$ cat config.mk
export PLATFORM = sky130hd
export DESIGN_NAME = alu_share_arbiter
export DESIGN_NICKNAME = d
export VERILOG_FILES = /design/src/rtl/alu_share_arbiter_pkg.sv /design/src/rtl/alu_share_arbiter_rr_pick.sv /design/src/rtl/alu_share_arbiter.sv
export SDC_FILE = /design/constraint.sdc
export NUM_CORES = 1
export LEC_CHECK = 0
export BUFFER_PORTS_ARGS = -buffer_cell sky130_fd_sc_hd__buf_2
export CORE_ASPECT_RATIO = 2
export CORE_MARGIN = 2
export CORE_UTILIZATION = 44
export DETAILED_ROUTE_END_ITERATION = 8
export PLACE_DENSITY = 0.8
export SYNTH_ARGS = -nofsm -noshare
export SYNTH_HDL_FRONTEND = slang
export SYNTH_SLANG_ARGS = --single-unit
$ cat constraint.sdc
create_clock -name clk_i -period 1.5 [get_ports clk_i]
set_input_delay 0.3 -clock clk_i [delete_from_list [all_inputs] [get_ports clk_i]]
set_output_delay 0.3 -clock clk_i [all_outputs]
set_load 0.005 [all_outputs]
$ cat src/rtl/alu_share_arbiter_pkg.sv
// Shared types and constants for the ALU share arbiter: FSM encoding, ALU select codes
// and default datapath widths matching the single 8-bit ALU.
package alu_share_arbiter_pkg;

    localparam int unsigned DefDataW = 8;
    localparam int unsigned DefSelW  = 3;

    typedef enum logic [1:0] {
        StIdle = 2'd0,
        StExec = 2'd1,
        StResp = 2'd2
    } state_e;

    localparam logic [DefSelW-1:0] AluAdd = 3'b000;
    localparam logic [DefSelW-1:0] AluSub = 3'b001;
    localparam logic [DefSelW-1:0] AluOr  = 3'b100;
    localparam logic [DefSelW-1:0] AluNor = 3'b101;
    localparam logic [DefSelW-1:0] AluAnd = 3'b110;
    localparam logic [DefSelW-1:0] AluXor = 3'b111;

endpackage

$ cat src/rtl/alu_share_arbiter_rr_pick.sv
// Combinational round-robin picker: first valid requester at or after rr_ptr_i, wrapping
// modulo NumReq. Produces a one-hot grant, its encoded index and an any-valid flag.
module alu_share_arbiter_rr_pick #(
    parameter int unsigned NumReq = 2,
    parameter int unsigned IdW    = 1
) (
    input  logic [NumReq-1:0] req_valid_i,
    input  logic [IdW-1:0]    rr_ptr_i,
    output logic [NumReq-1:0] grant_o,
    output logic [IdW-1:0]    idx_o,
    output logic              any_valid_o
);

    always_comb begin
        int unsigned cand;
        grant_o     = '0;
        idx_o       = '0;
        any_valid_o = 1'b0;
        cand        = 0;
        for (int unsigned off = 0; off < NumReq; off++) begin
            // Modulo keeps candidates in range even for an out-of-range pointer.
            cand = (32'(rr_ptr_i) + off) % NumReq;
            if (!any_valid_o && req_valid_i[cand]) begin
                grant_o[cand] = 1'b1;
                idx_o         = IdW'(cand);
                any_valid_o   = 1'b1;
            end
        end
    end

endmodule

$ cat src/rtl/alu_share_arbiter.sv
// Shares one combinational ALU between NumReq requesters: round-robin accept in IDLE,
// one EXEC cycle with registered operands, then a held valid/ready response in RESP.
module alu_share_arbiter
    import alu_share_arbiter_pkg::*;
#(
    parameter int unsigned NumReq = 2,
    parameter int unsigned IdW    = 1,
    parameter int unsigned DataW  = DefDataW,
    parameter int unsigned SelW   = DefSelW
) (
    input  logic                     clk_i,
    input  logic                     rst_ni,
    input  logic [NumReq-1:0]        req_valid_i,
    output logic [NumReq-1:0]        req_ready_o,
    input  logic [DataW*NumReq-1:0]  req_a_i,
    input  logic [DataW*NumReq-1:0]  req_b_i,
    input  logic [SelW*NumReq-1:0]   req_sel_i,
    output logic                     rsp_valid_o,
    input  logic                     rsp_ready_i,
    output logic [IdW-1:0]           rsp_id_o,
    output logic [DataW-1:0]         rsp_result_o,
    output logic                     rsp_zflag_o,
    output logic [DataW-1:0]         alu_a_o,
    output logic [DataW-1:0]         alu_b_o,
    output logic [SelW-1:0]          alu_sel_o,
    input  logic [DataW-1:0]         alu_result_i,
    input  logic                     alu_zflag_i,
    output logic                     busy_o
);

    state_e              state_q;
    logic [IdW-1:0]      rr_ptr_q;
    logic [DataW-1:0]    alu_a_q, alu_b_q, rsp_result_q;
    logic [SelW-1:0]     alu_sel_q;
    logic [IdW-1:0]      rsp_id_q;
    logic                rsp_valid_q, rsp_zflag_q;

    logic [NumReq-1:0]   grant;
    logic [IdW-1:0]      grant_idx;
    logic                any_valid;

    alu_share_arbiter_rr_pick #(
        .NumReq (NumReq),
        .IdW    (IdW)
    ) u_rr_pick (
        .req_valid_i (req_valid_i),
        .rr_ptr_i    (rr_ptr_q),
        .grant_o     (grant),
        .idx_o       (grant_idx),
        .any_valid_o (any_valid)
    );

    // Gated by rst_ni so no handshake can be signalled while reset is asserted.
    assign req_ready_o  = (rst_ni && state_q == StIdle) ? grant : '0;
    assign busy_o       = (state_q != StIdle);
    assign rsp_valid_o  = rsp_valid_q;
    assign rsp_id_o     = rsp_id_q;
    assign rsp_result_o = rsp_result_q;
    assign rsp_zflag_o  = rsp_zflag_q;
    assign alu_a_o      = alu_a_q;
    assign alu_b_o      = alu_b_q;
    assign alu_sel_o    = alu_sel_q;

    always_ff @(posedge clk_i or negedge rst_ni) begin
        if (!rst_ni) begin
            state_q      <= StIdle;
            rr_ptr_q     <= '0;
            alu_a_q      <= '0;
            alu_b_q      <= '0;
            alu_sel_q    <= '0;
            rsp_id_q     <= '0;
            rsp_result_q <= '0;
            rsp_zflag_q  <= 1'b0;
            rsp_valid_q  <= 1'b0;
        end else begin
            unique case (state_q)
                StIdle: begin
                    if (any_valid) begin
                        alu_a_q   <= req_a_i[grant_idx*DataW +: DataW];
                        alu_b_q   <= req_b_i[grant_idx*DataW +: DataW];
                        alu_sel_q <= req_sel_i[grant_idx*SelW +: SelW];
                        rsp_id_q  <= grant_idx;
                        state_q   <= StExec;
                    end
                end
                StExec: begin
                    rsp_result_q <= alu_result_i;
                    rsp_zflag_q  <= alu_zflag_i;
                    rsp_valid_q  <= 1'b1;
                    state_q      <= StResp;
                end
                StResp: begin
                    if (rsp_ready_i) begin
                        rsp_valid_q <= 1'b0;
                        rr_ptr_q    <= (rsp_id_q == IdW'(NumReq - 1)) ? '0 : rsp_id_q + 1'b1;
                        state_q     <= StIdle;
                    end
                end
                default: state_q <= StIdle;
            endcase
        end
    end

endmodule

# After elaboration in Yosys (flattened, before gate mapping)
# Cells that the tools add are included.
[op_classes]
n_addsub = 2
multipliers = 1
n_div = 0
n_lt_le_gt_ge = 4
eq_ne = 4
shift = 3
muxes = 21
bitwise = 1
n_reduce_logical = 12
[ops]
columns = ["op", "count"]
rows = [
  ["indexed part select 16 x 5 -> 8 bit", 2],
  ["two-way mux 1 bit", 12],
  ["two-way mux 2 bit", 5],
  ["AND reduction 2 bit", 4],
  ["case mux 2 bit (3 select lines)", 1],
  ["indexed part select 6 x 4 -> 3 bit", 1],
  ["logical AND 1 bit", 4],
  ["< comparator 1 x 2 -> 1 bit, second input constant", 2],
  ["!= test 2 bit, second input constant", 2],
  ["nonzero test 2 bit", 2],
  ["multiplier 1 x 2 -> 3 bit, second input constant", 1],
  ["adder 1 bit, second input constant", 2],
  ["demux 1 bit (select 1 bit)", 2],
  ["equality test 2 x 1 -> 1 bit, second input constant", 1],
  ["equality test 2 bit, second input constant", 1],
  [">= comparator 1 bit, second input constant", 2],
  ["logical NOT 2 bit", 1],
  ["OR 2 bit", 1],
  ["case mux 1 bit (2 select lines)", 1],
  ["logical NOT 1 bit", 1],
]
[totals]
register_bits = 33
latch_bits = 0
mem_bits_rw = 0
mem_bits_ro = 0
in_bits = 52
n_memories = 0

# Logic depth before layout (Yosys ltp)
[logic_depth]
word_depth = 8
mapped_depth = 5
depth_no_buf = 3

# By module
# Synthesis repeated with hierarchy kept, for this count alone.
[unflattened]
hier_cells = 105
hier_area_um2 = 1547.7
[modules_own_cells]
columns = ["module", "instances", "cells_per_inst", "area_per_inst_um2", "seq_area_each_um2"]
rows = [
  ["alu_share_arbiter", 1, 100, 1515.2, 825.8],
  ["alu_share_arbiter_rr_pick", 1, 5, 32.5, 0.0],
]

# Worst setup path before layout
# No wires, ideal clock.
[synth_path]
path_kind = "register to output"
start = "register state_q[0]"
end = "output req_ready_o[0]"
arrival_ps = 1018
required_ps = 1200
slack_ps = 182
path_stages_with_launch = 5
path_buffers = 1
cell_sequence = "dfrtp_1 -> nor2_2 -> buf_4 -> nand2_1 -> a211oi_1"
[synth_via]
elab_chain_len = 3
[synth_rtl]
columns = ["element", "line_no", "rtl"]
rows = [
  ["start, declared", "alu_share_arbiter.sv:31", "state_e state_q;"],
  ["start signal, assigned", "alu_share_arbiter.sv:66", "state_q <= StIdle;"],
  ["start signal, assigned", "alu_share_arbiter.sv:83", "state_q <= StExec;"],
  ["start signal, assigned", "alu_share_arbiter.sv:90", "state_q <= StResp;"],
  ["logical NOT 2 bit", "alu_share_arbiter.sv:54", "assign req_ready_o = (rst_ni && state_q == StIdle) ? grant : '0;"],
  ["logical AND 1 bit", "alu_share_arbiter.sv:54", ""],
  ["two-way mux 2 bit", "alu_share_arbiter.sv:54", ""],
  ["end, declared", "alu_share_arbiter.sv:14", "output logic [NumReq-1:0] req_ready_o,"],
]
# Every way passes these cells.

# Worst setup path in the final report
# Same ends and word-level chain as after synthesis.

==> results.yml <==
run_status:
  outcome: "complete, but fails checks"
  violations: "setup timing"
floorplan:
  die-area_mm2: 0.004177
  ios: 85
  fp.dieW_um: 46.71
  coreArea_mm2: 0.003568
  die_y_um: 89.42
  rows: 31
  floorplan.initialDensity_pct: 44.99
synthesis:
  synth_top_cell_area_share_pct: 51.44
  postSynthCellCount: 156
  seq_area_frac_synth_pct: 51.44
  synth_area_leaders: "dfrtp_1 51%, a31oi_1 7.4%, mux2_1 6.3%"
  synth_cell_types: 23
  syn-cell-area_mm2: 0.001605
  syn_area_per_cell_um2: 10.29
  syn_nets: 208
  synth_seq_cells: 33
  yosysWarnings: 0
  yosys.area.top_type: "dfrtp_1"
flow_run:
  cap_violations: 0
layout:
  areaGrowthSynthToFinish_pct: 37.26
  layoutNonFillerInstCount: 292
  drive_gt1_share_pct: 48.56
  layout.nets: 295
  diodes: 0
  num-fill-cells: 337
  fin_area_mm2: 0.002203
  mostFrequentLayoutCell: "buf_2"
  mostFrequentLayoutCells: "83 x buf_2, 33 x dfrtp_1, 20 x o21ai_0"
power_and_ir_drop:
  ir_drop_uv: 1250
  cellPowerDensity_mw_per_mm2: 1889
  leakage_nw: 1.020
  power.total_mw: 4.163
placed_design:
  pre_cts_ws_ps: 63.10
  postPlaceCellArea_mm2: 0.002058
  io_buffers: 84
  gp_congestion: 0.7443
  hpwl_um: 2928
  dp.cells: 283
route:
  drc: 0
  antenna_left: 0
  detail_route.first_pass.iterations: 5
  vias: 1533
  dr.first_iter.drc_count: 23
  wl_per_cell_um: 13.82
  vias_per_cell: 5.250
  routed_wl_um: 4036
sta:
  fin_crit_sh_pct: 101.6
  hold_violations: 0
  rsz0062_at_grt: "yes"
  fmax_mhz: 656.5
  skew_ps: 2.749
  setup_violations: 2
  slew_viol_final: 0
  fin_ws_ps: -23.32
  worst_pin_slew_ps: 409.0
  fin_crit_ps: 1523
  relSlewSlack_pct: 72.73
critical_path:
  worstPathRequired_ps: 1200
  worst_ep_arrival_time_ps: 1220
  setup.worst_path.end_class: "primary output"
  cp_cell_sequence: "nor2_4 -> nand2_2 -> a211oi_2 -> buf_2"
  startpoint_type: "flip-flop"
  crit_fanout: 2
  reg2regPathDepth: 4
  path_class: "flip-flop to primary output"
  crit_slowest_cell: "dfrtp_1"
  cpPeakStageDelay_ps: 410
clock_tree:
  cts.sink_count: 33
  path_clk_slew_ps: 70
  clock_latency_ps: 280
  tritoncts: "built"
  cts_buffers: 5
  clockBufferDepth: 2
  htree_levels: 2
  cts_root_buf: "clkbuf_8"
  postCtsHoldBufs: 0
global_routing:
  gr-total-overflow: 0
  track_usage_pct: 21.54
  grt_pass1_wl_um: 6492
  grt_pass1_vias: 1416
  grt_max_degree: 34
  antenna_found_initial: 0
worst_hold_path:
  hp-class: "input port to asynchronous set/reset pin"
-- report_power, final --
part           total [mW]  internal [mW]  switching [mW]  leakage (nW)
Sequential           1.62           1.35           0.271         0.378
Combinational        1.87          0.943           0.930         0.597
Clock               0.670          0.364           0.307        0.0443
Total                4.16           2.65            1.51          1.02
-- stage by stage --
stage               utilization [%]  hold slack, ps  setup TNS [ps]
floorplan                         -           4.409               0
global placement              57.68           412.0               0
detailed placement            57.68           414.6               0
CTS                           61.50           122.1          -55.16
global route                  61.75           146.1          -191.9
finish                        61.75           105.8          -31.65
-- worst max-delay path, delay by kind of cell, from the launching register on --
family	cells	cell delay (ps)
flip-flops	1	410
AND/OR/NAND/NOR	2	260
AO/OA/AOI/OAI	1	150
buffers and inverters	1	140
-- timing repair --
action                                 CTS  global route
endpoints found under the hold margin    0             0
pin swaps                                3             1
gates resized for setup                 10             2
setup buffers                            2             0
setup endpoints to repair                3             3
-- cell usage after synthesis --
library cell,count
dfrtp_1,33
or2_1,2
nor2_2,1
nand2b_1,1
nor3_1,1
inv_1,5
a31oi_1,19
buf_6,5
nand3_1,19
o21ai_0,20
nand2_1,3
nor3b_1,1
nor2b_1,2
a21oi_2,10
clkbuf_1,4
buf_2,3
mux2_1,9
nand3b_1,1
o32ai_1,1
a211oi_1,1
a21oi_1,11
buf_4,3
and2_4,1
-- path summary, 6_finish.rpt --
kind | from | to | slack, ps
setup / recovery | state_q[0] | req_ready_o[0] | -20
hold / removal | rst_ni | alu_b_o[5] | 110
setup reg to reg | state_q[1] | rsp_result_o[4] | 190
hold reg to reg | rsp_result_o[2] | rsp_result_o[2] | 480
max in group asynchronous | rst_ni | alu_sel_o[0] | 1100
min in group clk_i | alu_result_i[2] | rsp_result_o[2] | 230
-- final cells by class --
class | count | area, um^2 | area share, %
multi-input cells | 103 | 671.9 | 30.49
flip-flops and latches | 33 | 825.8 | 37.48
inverters | 5 | 23.77 | 1.079
clock buffers | 7 | 86.33 | 3.918
well taps | 49 | 61.31 | 2.783
repair buffers | 95 | 534.3 | 24.25
-- cells by family (layout without fill, tap and decap cells) --
logic type      Yosys count  after routing  share of synthesized area [%]
flops                    33             33                          51.44
simple gates             32             32                          10.76
compound gates           62             62                          23.54
mux                       9              9                          6.314
buf+inv                  20            107                          7.949
-- flip-flops by register name, indices dropped and copies added, names as in the netlist --
signal	count
rsp_zflag_o	1
rr_ptr_q	1
rsp_result_o	8
rsp_id_o	1
alu_b_o	8
rsp_valid_o	1
alu_sel_o	3
alu_a_o	8
state_q	2
-- routing by layer --
| layer | up-vias | wire length, um | global-route usage (%) | share of wire [%] |
|---|---|---|---|---|
| li1 | 745 | - | - | - |
| met1 | 711 | 1479 | 25.91 | 37 |
| met2 | 70 | 2206 | 35.73 | 55 |
| met3 | 7 | 282 | 5.657 | 7.0 |
| met4 | 0 | 68 | 8.333 | 1.7 |
| met5 | - | 0 | 0 | 0 |
Power figures use the tool's default switching activity.
